[src/rtl/regfile_pkg.sv]
// regfile_pkg: shared defaults for the multi-ported register file.
package regfile_pkg;
  localparam int XLEN_DEF = 32;
  localparam int NREGS_DEF = 32;
  localparam int ZERO_IDX = 0;
endpackage

[src/rtl/regfile_rport.sv]
// regfile_rport: one registered read port with write bypass and reservation busy check.
module regfile_rport
  import regfile_pkg::*;
#(
  parameter int XLEN = XLEN_DEF,
  parameter int AW = 5
) (
  input  logic            clk,
  input  logic            rst_n,
  input  logic            i_enable,
  input  logic [AW-1:0]   i_select,
  input  logic [XLEN-1:0] i_rdata,
  input  logic            i_pend,
  input  logic            i_wen,
  input  logic [AW-1:0]   i_wsel,
  input  logic [XLEN-1:0] i_wval,
  output logic [XLEN-1:0] o_out,
  output logic            o_valid,
  output logic            o_busy
);
  logic            w_hit;
  logic            w_ok;
  logic [XLEN-1:0] r_out;
  logic            r_valid;
  logic            r_busy;
  // A same-cycle write overrides any prior reservation of the read index.
  assign w_hit = i_wen && (i_wsel == i_select) && (i_select != AW'(ZERO_IDX));
  assign w_ok  = i_enable && (w_hit || !i_pend);
  always_ff @(posedge clk or negedge rst_n) begin
    if (!rst_n) begin
      r_out   <= '0;
      r_valid <= 1'b0;
      r_busy  <= 1'b0;
    end else begin
      r_valid <= w_ok;
      r_busy  <= i_enable && !w_ok;
      if (w_ok) r_out <= w_hit ? i_wval : i_rdata;
    end
  end
  assign o_out   = r_out;
  assign o_valid = r_valid;
  assign o_busy  = r_busy;
endmodule

[src/rtl/regfile_mp.sv]
// regfile_mp: two-read/one-write register file with per-register reservation scoreboard.
module regfile_mp
  import regfile_pkg::*;
#(
  parameter int XLEN = XLEN_DEF,
  parameter int NREGS = NREGS_DEF,
  localparam int AW = $clog2(NREGS)
) (
  input  logic             clk,
  input  logic             rst_n,
  input  logic             r0_enable,
  input  logic [AW-1:0]    r0_select,
  output logic [XLEN-1:0]  r0_out,
  output logic             r0_valid,
  output logic             r0_busy,
  input  logic             r1_enable,
  input  logic [AW-1:0]    r1_select,
  output logic [XLEN-1:0]  r1_out,
  output logic             r1_valid,
  output logic             r1_busy,
  input  logic             w_enable,
  input  logic [AW-1:0]    w_select,
  input  logic [XLEN-1:0]  w_val,
  input  logic             rsv_enable,
  input  logic [AW-1:0]    rsv_select,
  output logic [NREGS-1:0] pending
);
  logic [XLEN-1:0]  r_mem [NREGS];
  logic [NREGS-1:0] r_pending;
  logic             w_wr;
  logic             w_rsv;
  logic [NREGS-1:0] w_set;
  logic [NREGS-1:0] w_clr;
  assign w_wr  = w_enable && (w_select != AW'(ZERO_IDX));
  assign w_rsv = rsv_enable && (rsv_select != AW'(ZERO_IDX));
  assign w_set = NREGS'(w_rsv) << rsv_select;
  assign w_clr = NREGS'(w_wr) << w_select;
  // Set is applied after clear so a new producer reserved alongside a write keeps the bit.
  always_ff @(posedge clk or negedge rst_n) begin
    if (!rst_n) begin
      for (int i = 0; i < NREGS; i++) r_mem[i] <= '0;
      r_pending <= '0;
    end else begin
      if (w_wr) r_mem[w_select] <= w_val;
      r_pending <= (r_pending & ~w_clr) | w_set;
    end
  end
  assign pending = r_pending;
  regfile_rport #(.XLEN(XLEN), .AW(AW)) u_rport0 (
    .clk(clk), .rst_n(rst_n), .i_enable(r0_enable), .i_select(r0_select),
    .i_rdata(r_mem[r0_select]), .i_pend(r_pending[r0_select]),
    .i_wen(w_enable), .i_wsel(w_select), .i_wval(w_val),
    .o_out(r0_out), .o_valid(r0_valid), .o_busy(r0_busy)
  );
  regfile_rport #(.XLEN(XLEN), .AW(AW)) u_rport1 (
    .clk(clk), .rst_n(rst_n), .i_enable(r1_enable), .i_select(r1_select),
    .i_rdata(r_mem[r1_select]), .i_pend(r_pending[r1_select]),
    .i_wen(w_enable), .i_wsel(w_select), .i_wval(w_val),
    .o_out(r1_out), .o_valid(r1_valid), .o_busy(r1_busy)
  );
endmodule

[config.mk]
export PLATFORM = sky130hd
export DESIGN_NAME = regfile_mp
export DESIGN_NICKNAME = d
export VERILOG_FILES = /design/src/rtl/regfile_pkg.sv /design/src/rtl/regfile_rport.sv /design/src/rtl/regfile_mp.sv
export SDC_FILE = /design/constraint.sdc
export NUM_CORES = 2
export LEC_CHECK = 0
export ABC_AREA = 0
export BUFFER_PORTS_ARGS = -buffer_cell sky130_fd_sc_hd__clkbuf_2
export CORE_UTILIZATION = 60
export DETAILED_ROUTE_END_ITERATION = 8
export GPL_ROUTABILITY_DRIVEN = 0
export PLACE_DENSITY_LB_ADDON = 0.25
export SLEW_MARGIN = 20
export SYNTH_ARGS = -nofsm -noshare
export SYNTH_HDL_FRONTEND = slang
export SYNTH_SLANG_ARGS = --single-unit
export TNS_END_PERCENT = 100
[constraint.sdc]
create_clock -name clk -period 2.35 [get_ports clk]
set_clock_uncertainty 0.1 [all_clocks]
set_input_delay 0.3525 -clock clk [delete_from_list [all_inputs] [get_ports clk]]
set_output_delay 0.3525 -clock clk [all_outputs]
set_load 0.05 [all_outputs]
# After elaboration in Yosys (flattened, before gate mapping)
# Index checks and enable logic that the tools add are counted.
dict set report totals {
  ff_bits 1124
  input_bits 58
  out_inout_bits 100
  wordCells 91
}
dict set report op_classes {
  magnitude_cmp 6
  eq_ne 2
  n_shift 2
  n_mux 15
  n_bitwise 6
  n_reduce_logical 21
}
# operator count
set op_table {}
lappend op_table {{1024-bit bitwise mux} 1}
lappend op_table {{32-bit binary-select mux with 5-bit select} 2}
lappend op_table {{32-bit two-way mux} 7}
lappend op_table {{32-bit demux with 5-bit select} 1}
lappend op_table {{1-bit by 5-bit left shift with 32-bit output} 2}
lappend op_table {{32-bit AND} 1}
lappend op_table {{32-bit inverter} 1}
lappend op_table {{32-bit OR} 1}
lappend op_table {{5-bit nonzero test} 4}
lappend op_table {{6-bit >= comparator (second input constant)} 3}
lappend op_table {{5-bit inverter with 6-bit output} 3}
lappend op_table {{5-bit by 6-bit less-than comparator with 1-bit output (second input constant)} 2}
lappend op_table {{1-bit logical AND} 11}
lappend op_table {{1-bit binary-select mux with 5-bit select} 2}
lappend op_table {{5-bit equality test} 2}
lappend op_table {{6-bit by 1-bit less-than comparator with 1-bit output (second input constant)} 1}
lappend op_table {{1-bit logical NOT} 4}
lappend op_table {{1-bit logical OR} 2}
lappend op_table {{1-bit two-way mux} 2}

# Depth between registers and ports, before layout
dict set report depth {
  depth_word 7
  ltp_mapped 11
  mapped_depth_nobuf 6
}

# Hierarchy
# Synthesis repeated with hierarchy kept, for this count alone.
dict set report unflattened {
  hier_cells 5299
  hier_area_um2 61835.6
}
# module n_inst cells_per_inst area_per_inst_um2 seq_area_each_um2
set by_module_without_submodules {}
lappend by_module_without_submodules {regfile_mp 1 4783 57076.0 26425.3}
lappend by_module_without_submodules {regfile_rport 2 258 2379.8 850.8}

# Worst setup path after synthesis
# Ideal clock, no wire load.
dict set report synth_path {
  kind {in2reg}
  startpoint {in r0_select[2]}
  endpoint {reg u_rport0.r_out[9], in the netlist u_rport0.o_out[9]}
  setup_ns 0.125
  arrival_time_ns 2.124
  t_required_ns 2.125
  path_slack_ns 0.001
  cell_stages 8
  path_buffers 3
  cell_sequence {buf_6 > buf_6 > clkbuf_1 > mux4_2 > mux4_2 > o22ai_1 > a31oi_1 > mux2_2}
}
dict set report synth_between {
  elab_chain_cells 5
}
# item line
set synth_rtl {}
lappend synth_rtl {{start: declaration} regfile_mp.sv:12} ;# input logic [AW-1:0] r0_select,
lappend synth_rtl {{5-bit inverter with 6-bit output (implied by the code) (tied with other cells)} regfile_mp.sv:51} ;# .i_rdata(r_mem[r0_select]), .i_pend(r_pending[r0_select]),
lappend synth_rtl {{32-bit binary-select mux with 5-bit select (tied with other cells)} regfile_mp.sv:51}
lappend synth_rtl {{32-bit two-way mux (implied by the code) (tied with other cells)} regfile_mp.sv:51}
lappend synth_rtl {{32-bit two-way mux (implied by the code) / 1-bit logical OR (equally long branches)} {regfile_mp.sv:51, regfile_rport.sv:28}}
lappend synth_rtl {{32-bit two-way mux / 1-bit logical AND (equally long branches)} {regfile_rport.sv:37, regfile_rport.sv:28}}
lappend synth_rtl {{end signal: assignment} regfile_rport.sv:37} ;# if (w_ok) r_out <= w_hit ? i_wval : i_rdata;
lappend synth_rtl {{end: declaration} regfile_rport.sv:23} ;# logic [XLEN-1:0] r_out;
# Parallel ways exist; a longest one is shown, timed or not. The select of a mux whose other input is x is not followed.
# A chain may end at the register's enable or synchronous reset.

# Final worst setup path
dict set report layout_path {
  startpoint {reg r_pending[10], in the netlist pending[10]}
  endpoint {reg u_rport0.r_out[20], in the netlist u_rport0.o_out[20]}
}
dict set report layout_between {
  elab_chain_cells 5
}
# item line
set layout_rtl {}
lappend layout_rtl {{start: declaration} regfile_mp.sv:29} ;# logic [NREGS-1:0] r_pending;
lappend layout_rtl {{start signal: assignment} regfile_mp.sv:45} ;# r_pending <= (r_pending & ~w_clr) | w_set;
lappend layout_rtl {{1-bit binary-select mux with 5-bit select} regfile_mp.sv:51}
lappend layout_rtl {{1-bit two-way mux (implied by the code)} regfile_mp.sv:51}
lappend layout_rtl {{1-bit logical NOT} regfile_rport.sv:28} ;# assign w_ok = i_enable && (w_hit || !i_pend);
lappend layout_rtl {{1-bit logical OR} regfile_rport.sv:28}
lappend layout_rtl {{1-bit logical AND} regfile_rport.sv:28}
# No other way between the ends. The select of a mux whose other input is x is not followed.

==> results.md <==
* Result of the run: complete, no violations
* FF-to-FF path depth at 7
* Die width at 314 um
* Pin count of the biggest net entering global routing at 109
* Worst Max-Slew Pin Slew at 0.838 ns
* Type of the worst min-delay path: in -> async
* Sequential fraction of the synthesis area at 0.482
* Clock period minus final worst setup slack at 2.21 ns
* Post-Syn Nets at 3837
* Critical R2R Launch: pending[10]$_DFF_PN0_
* Aggregate global routing overflow at 0
* Detail Route Antenna Nets at 0
* Final hold viol count at 0
* Unrepaired setup endpoints after global routing: false
* Clock transition at path regs at 0.07 ns
* CP max-delay cell: sky130_fd_sc_hd__dfrtp_1
* Placed inst area at 64300 um^2
* Reg-to-Reg End: u_rport0.o_out[20]$_DFFE_PN0P_
* Detailed router's first-iteration violation count at 5426
* Number of CTS-inserted buffers at 116
* Unique cell type count in the Yosys netlist at 51
* Antenna violations before repair at 6
* Post-synth top flop: sky130_fd_sc_hd__dfrtp_1
* Final Max Tran Viols at 0
* Share of Yosys cell area claimed by the top area cell type at 0.482
* Final setup fails at 0
* CTS root buffer: sky130_fd_sc_hd__clkbuf_16
* Total Routed Length at 196 mm
* Max Root-Sink Buffers at 3
* Critical Path Source Type: flop
* Warnings from Yosys at 0
* Synthesized flop and latch total at 1124
* Pwr Total at 0.0593 W
* Global-route wire length before repair at 287 mm
* Critical Path, Cell by Cell: mux2i_1 > a21oi_1 > nand3_1 > a41oi_2 > nand2b_4 > buf_12 > mux2_2
* Sinks on Clock Net at 1124
* Mapped Area at 58300 um^2
* Average detailed-routed wire length per instance at 36.0 um
* Latest clock arrival within the worst-skew pair at 0.72 ns
* CTS tree: done
* Remaining routing DRC violations at 0
* Crit path kind: reg -> reg
* Ratio of final minimum period to clock period at 0.940
* Number of max-capacitance violations reported at 0
* Die extent in y at 314 um
* Number of port buffers at 157
* Half-perimeter wire length after detailed placement at 127 mm
* Area delta synth->final at 17.2%
* Vias in the first global route at 41089
* Share of final-layout standard cells stronger than drive strength 1 at 0.577
* Most area-hungry cell type in the Yosys netlist: sky130_fd_sc_hd__dfrtp_1
* Via count at 40488
* Total routing usage reported by global routing at 0.406
* Peak fanout along the critical path at 13
* Type of destination of the critical path: flop
* Post-synthesis async set-or-reset flop share at 1.00
* Smallest setup slack after layout at 0.142 ns
* Highest clock rate at 453 MHz
* Static Leak at 29.9 nW
* NumNets Final at 4140
* Worst slew margin at 0.440
* Finished Cell Area at 68400 um^2
* CP max stage delay at 0.48 ns
* Syn Area/Cell at 15.4 um^2
* H-tree depth at 3
* Core Footprint at 96600 um^2
* Flop2flop setup slack at 0.14 ns
* First-pass iteration count of the detailed router at 6
* Synth top area cells: sky130_fd_sc_hd__dfrtp_1 48%, sky130_fd_sc_hd__mux4_2 21%, sky130_fd_sc_hd__mux2_2 20%, sky130_fd_sc_hd__a22oi_1 1.7%, sky130_fd_sc_hd__clkbuf_1 1.5%
* Worst-case vdd ir drop at 0.766 mV
* Num ports at 158
* Number of enable-type register cells in the synthesized netlist at 0
* Most repeated cell in the gate-level netlist after synthesis: sky130_fd_sc_hd__dfrtp_1
* Required arrival time at the worst endpoint at 2.84 ns
* Arrival time at the worst endpoint at 2.69 ns
* Minimum setup slack after placement at -0.371 ns
* Row count at 114
* Most frequent cells after synthesis: 1124 x sky130_fd_sc_hd__dfrtp_1, 1021 x sky130_fd_sc_hd__mux2_2, 539 x sky130_fd_sc_hd__mux4_2, 235 x sky130_fd_sc_hd__clkbuf_1, 136 x sky130_fd_sc_hd__a22oi_1
* Post-synthesis instance total at 3779
* Overall die area at 98500 um^2
* Power density normalized to cell area at 868 nW/um^2
* Initial standard-cell utilization of the core at 0.604
* Via count normalized by instance count at 7.42
[per-stage QoR]
step	util	std cells	hold WS, ns	setup TNS [ns]
after floorplan	-	3779	-0.0431	0
after CTS	0.708	5451	0.00279	0
after global placement	0.666	5225	0.169	-27.43
after detailed placement	0.666	5225	0.171	-34.87
final	0.708	5454	0.0192	0
after global routing	0.708	5453	0.0494	0
[sequential cells by signal (all words and copies together) (netlist names)]
name	flops
r_mem	1024
u_rport0.o_valid	1
u_rport1.o_busy	1
pending	32
u_rport0.o_busy	1
u_rport1.o_valid	1
u_rport0.o_out	32
u_rport1.o_out	32
[placed cells by master, fill, tap and decap left out, types with 26 or more instances in the layout]
| master | synthesis | final |
|---|---|---|
| sky130_fd_sc_hd__dfrtp_1 | 1124 | 1124 |
| sky130_fd_sc_hd__mux2_2 | 1021 | 1021 |
| sky130_fd_sc_hd__mux4_2 | 539 | 539 |
| sky130_fd_sc_hd__buf_4 | 54 | 287 |
| sky130_fd_sc_hd__buf_12 | 0 | 160 |
| sky130_fd_sc_hd__clkbuf_2 | 2 | 149 |
| sky130_fd_sc_hd__a22oi_1 | 136 | 136 |
| sky130_fd_sc_hd__clkbuf_16 | 0 | 119 |
| sky130_fd_sc_hd__o21ai_0 | 114 | 113 |
| sky130_fd_sc_hd__o22ai_1 | 78 | 78 |
| sky130_fd_sc_hd__nand3_1 | 54 | 54 |
| sky130_fd_sc_hd__mux2i_1 | 30 | 30 |
| sky130_fd_sc_hd__a31oi_1 | 29 | 29 |
| sky130_fd_sc_hd__clkbuf_1 | 235 | 28 |
| sky130_fd_sc_hd__clkbuf_8 | 0 | 26 |
[timing repair]
| action | 4_1_cts | 5_1_grt |
|---|---|---|
| endpoints found under the setup margin | 0 | 29 |
| setup buffers | 0 | 0 |
| hold buffers | 15 | 0 |
| endpoints found under the hold margin | 711 | 0 |
| gates resized for setup | 0 | 1 |
[cell families (layout without fill, tap and decap cells)]
group | after synthesis | after routing | share of synthesized area
multiplexers | 1603 | 1603 | 0.416
flip-flops | 1124 | 1124 | 0.482
buffers and inverters | 442 | 838 | 0.0364
AO/OA/AOI/OAI | 428 | 428 | 0.0488
AND/OR/NAND/NOR | 172 | 172 | 0.0151
XOR/XNOR | 10 | 10 | 0.00150
other | 0 | 3 | 0
[report_power, final]
| part | leakage, nW | internal [W] | total (W) | switching (W) |
|---|---|---|---|---|
| Sequential | 14.4 | 0.0232 | 0.0263 | 0.00312 |
| Combinational | 13.6 | 0.00749 | 0.0140 | 0.00646 |
| Clock | 1.93 | 0.0111 | 0.0191 | 0.00800 |
[layer usage]
metal  vias up  wire length [um]  GRT usage
li1      15424                 -          -
met1     21480             72800      0.557
met2      2967             87500      0.592
met3       615             24900      0.124
met4         2             11100      0.202
met5         -                11          0
[worst max-delay path by stage]
stage / start / endpoint / slack, ns
2_1_floorplan: r0_select[2] / u_rport0.o_out[9]$_DFFE_PN0P_ / 0.001
3_3_place_gp: r0_select[0] / u_rport0.o_out[0]$_DFFE_PN0P_ / -0.33
3_5_place_dp: r0_select[0] / u_rport0.o_out[0]$_DFFE_PN0P_ / -0.37
4_1_cts: pending[6]$_DFF_PN0_ / u_rport0.o_out[20]$_DFFE_PN0P_ / 0.06
5_1_grt: pending[6]$_DFF_PN0_ / u_rport0.o_out[31]$_DFFE_PN0P_ / 0.04
6_report: pending[10]$_DFF_PN0_ / u_rport0.o_out[20]$_DFFE_PN0P_ / 0.14
[layout make-up]
type,count,area [um^2]
flip-flops and latches,1124,28100
clock buffers,171,3410
diodes,3,7.51
well taps,1276,1600
fillers,6213,28200
inverters,8,30.0
clock inverters,40,488
multi-input cells,2213,28400
repair buffers,619,6360
[worst max-delay path: cells and delay by family (launching register included)]
family                 cells  cell delay (ns)
AOI/OAI and AO/OA          2             0.47
buffers and inverters      1             0.20
DFF                        1             0.48
muxes                      2             0.46
and+or+nand+nor            2             0.35
Note: power is estimated with default switching activity, not from simulation.
